<file path="config.mk">
export PLATFORM = sky130hd
export DESIGN_NAME = pipelined_adder
export DESIGN_NICKNAME = d
export VERILOG_FILES = /design/src/rtl/pipelined_adder.sv
export SDC_FILE = /design/constraint.sdc
export NUM_CORES = 1
export LEC_CHECK = 0
export BUFFER_PORTS_ARGS = -buffer_cell sky130_fd_sc_hd__clkbuf_2
export CORE_ASPECT_RATIO = 0.8
export CORE_UTILIZATION = 62
export DETAILED_ROUTE_END_ITERATION = 6
export PLACE_DENSITY = 0.85
export SYNTH_ARGS = -nofsm -noshare
export SYNTH_HDL_FRONTEND = slang
export SYNTH_SLANG_ARGS = --single-unit
</file>
<file path="constraint.sdc">
create_clock -name clk -period 3.65 [get_ports clk]
set_clock_uncertainty 0.2 [all_clocks]
set_input_delay 0.73 -clock clk [delete_from_list [all_inputs] [get_ports clk]]
set_output_delay 0.73 -clock clk [all_outputs]
set_load 0.02 [all_outputs]
</file>
<file path="src/rtl/pipelined_adder.sv">
// Pipelined add/subtract unit: WIDTH-bit carry chain split into STAGES chunks, one chunk per register stage.
// Optional build macro ADDER_SAT_EN saturates the sum on signed overflow.
module pipelined_adder #(
  parameter int WIDTH  = 32,
  parameter int STAGES = 4
) (
  input  logic             clk,
  input  logic             rst_n,
  input  logic             in_valid,
  output logic             in_ready,
  input  logic [WIDTH-1:0] a,
  input  logic [WIDTH-1:0] b,
  input  logic             cin,
  input  logic             sub,
  output logic             out_valid,
  input  logic             out_ready,
  output logic [WIDTH-1:0] sum,
  output logic             cout,
  output logic             ovf
);

  localparam int C    = WIDTH / STAGES;
  localparam int LAST = STAGES - 1;

  generate
    if (WIDTH < 2 || STAGES < 1 || (WIDTH % STAGES) != 0) begin : g_bad_params
      $error("pipelined_adder: WIDTH must be >= 2 and a multiple of STAGES >= 1");
    end
  endgenerate

  // Handshake: a transfer happens on a rising edge where valid and ready are both 1.
  // The pipeline moves as one unit: it advances whenever the output slot is empty
  // or being drained, so in_ready depends only on out_valid/out_ready.
  logic adv;

  logic [STAGES-1:0] vld_q;
  logic [STAGES-1:0] c_q;
  logic [WIDTH-1:0]  a_q [STAGES];
  logic [WIDTH-1:0]  b_q [STAGES];
  logic [WIDTH-1:0]  s_q [STAGES];

  logic [STAGES-1:0] ci;
  logic [STAGES-1:0] c_n;
  logic [WIDTH-1:0]  a_n  [STAGES];
  logic [WIDTH-1:0]  b_n  [STAGES];
  logic [WIDTH-1:0]  s_n  [STAGES];
  logic [C:0]        part [STAGES];

  assign adv       = !out_valid || out_ready;
  assign in_ready  = adv;
  assign out_valid = vld_q[LAST];

  always_comb begin
    // Stage 0 folds subtraction into the operands: a - b = a + ~b + 1.
    a_n[0] = a;
    b_n[0] = sub ? ~b : b;
    s_n[0] = '0;
    ci[0]  = sub | cin;
    for (int k = 1; k < STAGES; k++) begin
      a_n[k] = a_q[k-1];
      b_n[k] = b_q[k-1];
      s_n[k] = s_q[k-1];
      ci[k]  = c_q[k-1];
    end
    for (int k = 0; k < STAGES; k++) begin
      part[k] = {1'b0, a_n[k][k*C +: C]} + {1'b0, b_n[k][k*C +: C]} + {{C{1'b0}}, ci[k]};
      s_n[k][k*C +: C] = part[k][C-1:0];
      c_n[k] = part[k][C];
    end
  end

  always_ff @(posedge clk or negedge rst_n) begin
    if (!rst_n) begin
      vld_q <= '0;
      c_q   <= '0;
      for (int k = 0; k < STAGES; k++) begin
        a_q[k] <= '0;
        b_q[k] <= '0;
        s_q[k] <= '0;
      end
    end else if (adv) begin
      vld_q[0] <= in_valid;
      for (int k = 1; k < STAGES; k++) begin
        vld_q[k] <= vld_q[k-1];
      end
      c_q <= c_n;
      for (int k = 0; k < STAGES; k++) begin
        a_q[k] <= a_n[k];
        b_q[k] <= b_n[k];
        s_q[k] <= s_n[k];
      end
    end
  end

  // Overflow uses the already-inverted subtrahend held in the last stage.
  logic a_msb;
  logic b_msb;
  logic s_msb;
  assign a_msb = a_q[LAST][WIDTH-1];
  assign b_msb = b_q[LAST][WIDTH-1];
  assign s_msb = s_q[LAST][WIDTH-1];
  assign ovf   = (a_msb == b_msb) && (s_msb != a_msb);
  assign cout  = c_q[LAST];

`ifdef ADDER_SAT_EN
  assign sum = !ovf ? s_q[LAST] :
               a_msb ? {1'b1, {(WIDTH-1){1'b0}}} : {1'b0, {(WIDTH-1){1'b1}}};
`else
  assign sum = s_q[LAST];
`endif

endmodule

</file>
==> reports/metrics.cfg, run 1 <==
[run_status]
status=completed

[clock_network]
post_cts_buffers=0
htreeDepth=4
ctsHoldBuffers=0
cts_tree=done
cts_buffers=17
clock_path_buffers=2
clock-sinks=186
cts-resized-gates=0
clkSlewWorstSetupHoldPaths_ns=0.06
clockRootBuffer=clkbuf_16
clk-insertion-delay-late_ns=0.42

[critical_path]
cp-end-kind=register
worstPathRequired_ns=3.72
path_class=primary input to register
critical_path_arrival_ns=2.83
cp_max_fo=30
setup.worst_path.start_class=primary input

[timing]
period_share_pct=75.4
slew_headroom_pct=40.5
tightest_slew_ns=0.892
rsz0062_at_grt=false
hold_viol_final=0
fin_crit_ns=2.75
setup_tns_ns=0
max_freq_mhz=363
drv_slew=0
setup_viol=0

[synthesis]
synth_top_area_share_pct=55.6
yosys.area_share.simple_pct=21.8
syn_inst=922
avgSynthCellArea_um2=9.07
synth-xor-area-share_pct=4.71
yosys_warnings=0
synth.mux.area_fraction_pct=0
ys_seq_elements=186
ys.flop_type=dfrtp_1
synthAdderAreaFrac_pct=6.10
synth_area_leaders=dfrtp_1 56%, nand2_1 19%, ha_1 4.2%
ys_seq_area_share_pct=55.6
synthDistinctLibCells=34
synth-edff-count=0
synth_nets=1028
synth_top_family_by_area=simple AND/OR/NAND/NOR gates
syn_area_um2=8370
synth_compound_area_share_pct=8.85
synth_largest_area_cell=dfrtp_1
ys_async_sr_fraction_pct=100

[route]
postRouteAntennaNets=0
drtIter0Drc=429
finalWirelength_um=16300
vias=6137
drc=0
routedWlPerCell_um=13.6
drtPass1Iterations=5
viasPerCell=5.13

[grt]
grt_pass1_vias=5972
antenna_found_initial=0
grt-ovfl-total=0
grt_max_degree=218
grt_pass1_wl_um=27900
track_usage_pct=25.5

[finish]
area_growth_pct=14.9
fillers=973
final_nets=1114
antenna_cells=0
mostFrequentLayoutCells=427 x nand2_1, 186 x dfrtp_1, 104 x clkbuf_2
layout-drive-gt1-share_pct=14.2
final_common_cell=nand2_1

[power]
power_density_nw_per_um2=883
p_leak_nw=4.98
finalPower_mw=8.49
p_comb_share_pct=37.2
peakVddDrop_uv=457
netSwitchingFraction_pct=37.7
pwr-share-clk_pct=21.5
power_switching_mw=3.20
internal_power_mw=5.29
seqPwrFrac_pct=41.2

[placement]
gp_congestion=0.821
port_buffers=105
dp_hpwl_um=10100

[floorplanning]
initial_core_util_pct=64.3
die_w_um=132
placementRows=37
io-pin-count=106
core_um2=13000
die_area_um2=14000
die_h_um=106

[run]
cap_violations=0

[worst_hold_path]
hp-class=primary input to async pin

[through the flow]
step                      hold WS [ns]  instances  util [%]  instance area [um^2]  setup WS (ns)
after floorplan                  0.230        922         -                  8370          0.522
after global placement           0.244       1164      69.4                  9030          0.569
after detailed placement         0.249       1164      69.4                  9030          0.497
after CTS                        0.182       1196      73.9                  9610          0.930
after global routing             0.198       1196      73.9                  9610          0.728
final                            0.161       1196      73.9                  9610          0.897
[worst max-delay path, cell delays in order]
cell	delay [ns]
clkbuf_2	0.15
buf_4	0.48
xor2_1	0.14
ha_1	0.27
a211oi_1	0.38
o21ai_0	0.20
a31oi_1	0.24
xor2_1	0.15
o21ai_0	0.08
[per-layer routing]
metal | routed length [um] | vias up | global-route usage (%)
li1 | - | 3118 | -
met1 | 7780 | 2887 | 35.8
met2 | 7750 | 119 | 40.0
met3 | 631 | 13 | 5.77
met4 | 149 | 0 | 7.56
met5 | 0 | - | 0
[sequential cells by signal, indices dropped and copies added (netlist names)]
register	cells
a_n	48
b_n	48
s_n	48
sum	32
c_q	4
vld_q	4
a_msb	1
b_msb	1
[final cells by class]
class / count / area [um^2] / share of cell area (%)
Clock inverter: 7 / 88.8 / 0.924
Multi-Input combinational cell: 677 / 3480 / 36.2
Tap cell: 175 / 219 / 2.28
Clock buffer: 25 / 495 / 5.15
Timing Repair Buffer: 112 / 624 / 6.49
Sequential cell: 186 / 4650 / 48.4
Inverter: 14 / 55.1 / 0.573
[cell families (layout without fill, tap and decap cells)]
family                   Yosys count  in the layout
AO/OA/AOI/OAI                    125            125
flip-flops                       186            186
XOR/XNOR                          45             45
buffers and inverters             59            158
adder cells (fa/ha/maj)           36             36
AND/OR/NAND/NOR                  471            471
[worst paths after layout]
check | start | to | slack [ns] | depth (start not counted)
worst max-delay path | sub | s_n[71] | 0.90 | 9
max in group asynchronous | rst_n | b_n[58] | 2.22 | 2
worst max register to register | c_q[0] | s_n[46] | 1.08 | 7
worst min-delay path | rst_n | sum[4] | 0.16 | 1
min in group clk | s_n[42] | s_n[10] | 0.26 | 2
worst min register to register | s_n[42] | s_n[10] | 0.26 | 2
[cell usage after synthesis, drive strengths merged, types with 4 or more instances]
master    n
nand2   427
dfrtp   186
o21ai    64
ha       28
buf      25
xnor2    25
clkbuf   20
nor2     20
xor2     20
a21oi    17
inv      14
a211oi   12
nor3      9
a21o      8
fa        8
nor2b     5
a31oi     4
o21bai    4
[power groups by stage]
| stage | sequential (mW) | clock, mW | combinational, mW |
|---|---|---|---|
| 2_1_floorplan | 3.63 | 0 | 2.15 |
| 3_3_place_gp | 3.48 | 0 | 3.01 |
| 3_5_place_dp | 3.52 | 0 | 3.13 |
| 4_1_cts | 3.50 | 1.86 | 3.19 |
| 5_1_grt | 3.61 | 1.94 | 3.61 |
| 6_report | 3.50 | 1.83 | 3.16 |
Power figures use the tool's default switching activity.
==> run 2: changes to the inputs <==
CORE_UTILIZATION = 52   (was 62)
PLACE_DENSITY = 0.76   (was 0.85)
clock period = 2.21 ns   (was 3.65 ns; I/O delays follow)
==> run 2 against run 1 <==
Against the previous run:
- the run now ends with setup timing left
- first-iteration DRC count shrank 17%
- critical path depth shrank 1
- clock-buffer cell count shrank 8
- worst setup slack lost 0.99 ns
- combinational power grew 86%
- critical path type is now register to register
- critical endpoint is now c_q[3]
- highest routed layer unchanged
==> reports/metrics.cfg, run 2 (synthesis results as in run 1) <==
[run_status]
status=complete, but fails checks
violations=setup timing

[grt]
grt-ovfl-total=0  ; unchanged
track_usage_pct=22.0  ; -3.5 points
antenna_found_initial=0  ; unchanged
grt_pass1_vias=5856  ; -1.9%
grt_max_degree=86  ; -61%
grt_pass1_wl_um=28200  ; +0.94%

[critical_path]
r2r-end=c_q[3]
r2r_slack_ns=-0.09  ; -1.17 ns
path_class=register to register
r2r_start=a_n[24]
cp_max_fo=2  ; -93%
worstPathRequired_ns=2.31  ; -1.41 ns
setup.worst_path.start_class=register
critical_path_arrival_ns=2.40  ; -0.43 ns
cp-end-kind=register
r2r_cells=8  ; +1

[clock_network]
clkSlewWorstSetupHoldPaths_ns=0.07  ; about the same
clockRootBuffer=clkbuf_16
cts_tree=done
cts_buffers=17  ; unchanged
clock_path_buffers=2  ; unchanged
clk-insertion-delay-late_ns=0.43  ; about the same
clock-sinks=186  ; unchanged
htreeDepth=4  ; unchanged

[finish]
final_common_cell=nand2_1
antenna_cells=0  ; unchanged
area_growth_pct=21.8
mostFrequentLayoutCells=427 x nand2_1, 186 x dfrtp_1, 103 x clkbuf_2
utilization_pct=64.7  ; -9.2 points
final_nets=1157  ; +3.9%
layout-drive-gt1-share_pct=19.5  ; +5.3 points

[placement]
gp_congestion=0.842  ; +2.6%
port_buffers=105  ; unchanged
dp_hpwl_um=11300  ; +12%
dp_slack_ns=-0.486  ; -0.982 ns

[floorplanning]
die_w_um=144  ; +9.1%
initial_core_util_pct=53.1  ; -11 points
die_h_um=115  ; +9.0%
core_um2=15700  ; +21%
placementRows=41  ; +11%
die_area_um2=16600  ; +19%
io-pin-count=106  ; unchanged

[timing]
setup_tns_ns=-0.296  ; -0.296 ns
max_freq_mhz=434
hold_viol_final=0  ; unchanged
drv_slew=0  ; unchanged
period_share_pct=104
hold_ws_ns=0.00932  ; -0.151 ns
rsz0062_at_grt=true
tightest_slew_ns=0.556  ; -0.336 ns
slew_headroom_pct=62.9  ; +22 points
fin_crit_ns=2.30
worst_slack_ns=-0.0917  ; -0.989 ns
setup_viol=5  ; +5

[power]
p_leak_nw=5.20  ; +4.3%
power_density_nw_per_um2=1440  ; +63%
finalPower_mw=14.7  ; +73%
peakVddDrop_uv=816  ; +79%

[route]
drtPass1Iterations=7  ; +2
drc=0  ; unchanged
routedWlPerCell_um=13.2  ; -3.3%
viasPerCell=4.89  ; -4.6%
postRouteAntennaNets=0  ; unchanged
drtIter0Drc=358  ; -17%
vias=6258  ; +2.0%
finalWirelength_um=16900  ; +3.4%

[worst_hold_path]
hp-class=primary input to register
hold_start=a[28]
hold_end=a_n[92]
whs_path_depth=3

[run]
cap_violations=0  ; unchanged

-- run 2: changes by cell type in the layout (fill, tap and decap cells not counted), sizes merged --
cell,change
buf,+30
bufinv,-1
clkbuf,-9
clkinv,-4
clkinvlp,+5
dlygate4sd3,+14
inv,+8
-- run 2: worst max-delay path by stage --
stage,startpoint,cells past startpoint,endpoint,slack (ns)
after global placement,sub,10,s_n[70],-0.42
final,a_n[24],8,c_q[3],-0.09
after CTS,a_n[24],8,c_q[3],-0.09
after detailed placement,sub,10,s_n[70],-0.49
after global routing,a_n[24],8,c_q[3],-0.16
after floorplan,sub,11,c_q[0],-0.48
-- run 2: stage by stage --
step,instance area (um^2),std cells
after detailed placement,9310,1226
final,10200,1279
after global placement,9310,1226
after floorplan,8430,922
after CTS,10100,1273
after global routing,10200,1279
-- run 2: layer usage --
metal / track usage [%] / up-vias / share of wire (%)
met4: 10.3 / 0 / 2.2
met1: 33.0 / 2879 / 51
met3: 3.64 / 30 / 3.8
li1: - / 3216 / -
met5: 0 / - / 0
met2: 31.2 / 133 / 43
-- run 2: worst max-delay path, cell delays in order (launching register included) --
cell and delay, ns:
dfrtp_1 0.41, fa_2 0.41, inv_2 0.07, fa_2 0.22, nor2b_4 0.04, o31a_1 0.26, o311a_1 0.33, o21ai_1 0.13
a31oi_1 0.10
-- run 2: timing repair --
action | in CTS | in global routing
hold buffers | 13 | 1
setup buffers | 2 | 5
resized for setup | 8 | 23
endpoints found under the hold margin | 57 | 1
cloned | 0 | 0
setup endpoints to repair | 13 | 13
pin swaps | 9 | 20
-- run 2: power breakdown --
part / leakage, nW / switching, mW / total [mW] / internal [mW]
clock: 0.271 / 1.39 / 2.99 / 1.60
combinational: 2.68 / 3.42 / 5.87 / 2.45
sequential: 2.25 / 0.876 / 5.80 / 4.92
-- run 2: area by class of cell --
cell class | instances | area [um^2]
Timing Repair Buffer | 155 | 1030
Multi-Input combinational cell | 677 | 3600
Inverter | 14 | 55.1
Sequential cell | 186 | 4650
Tap cell | 215 | 269
Fill cell | 1275 | 5560
Clock buffer | 17 | 425
Clock inverter | 15 | 156
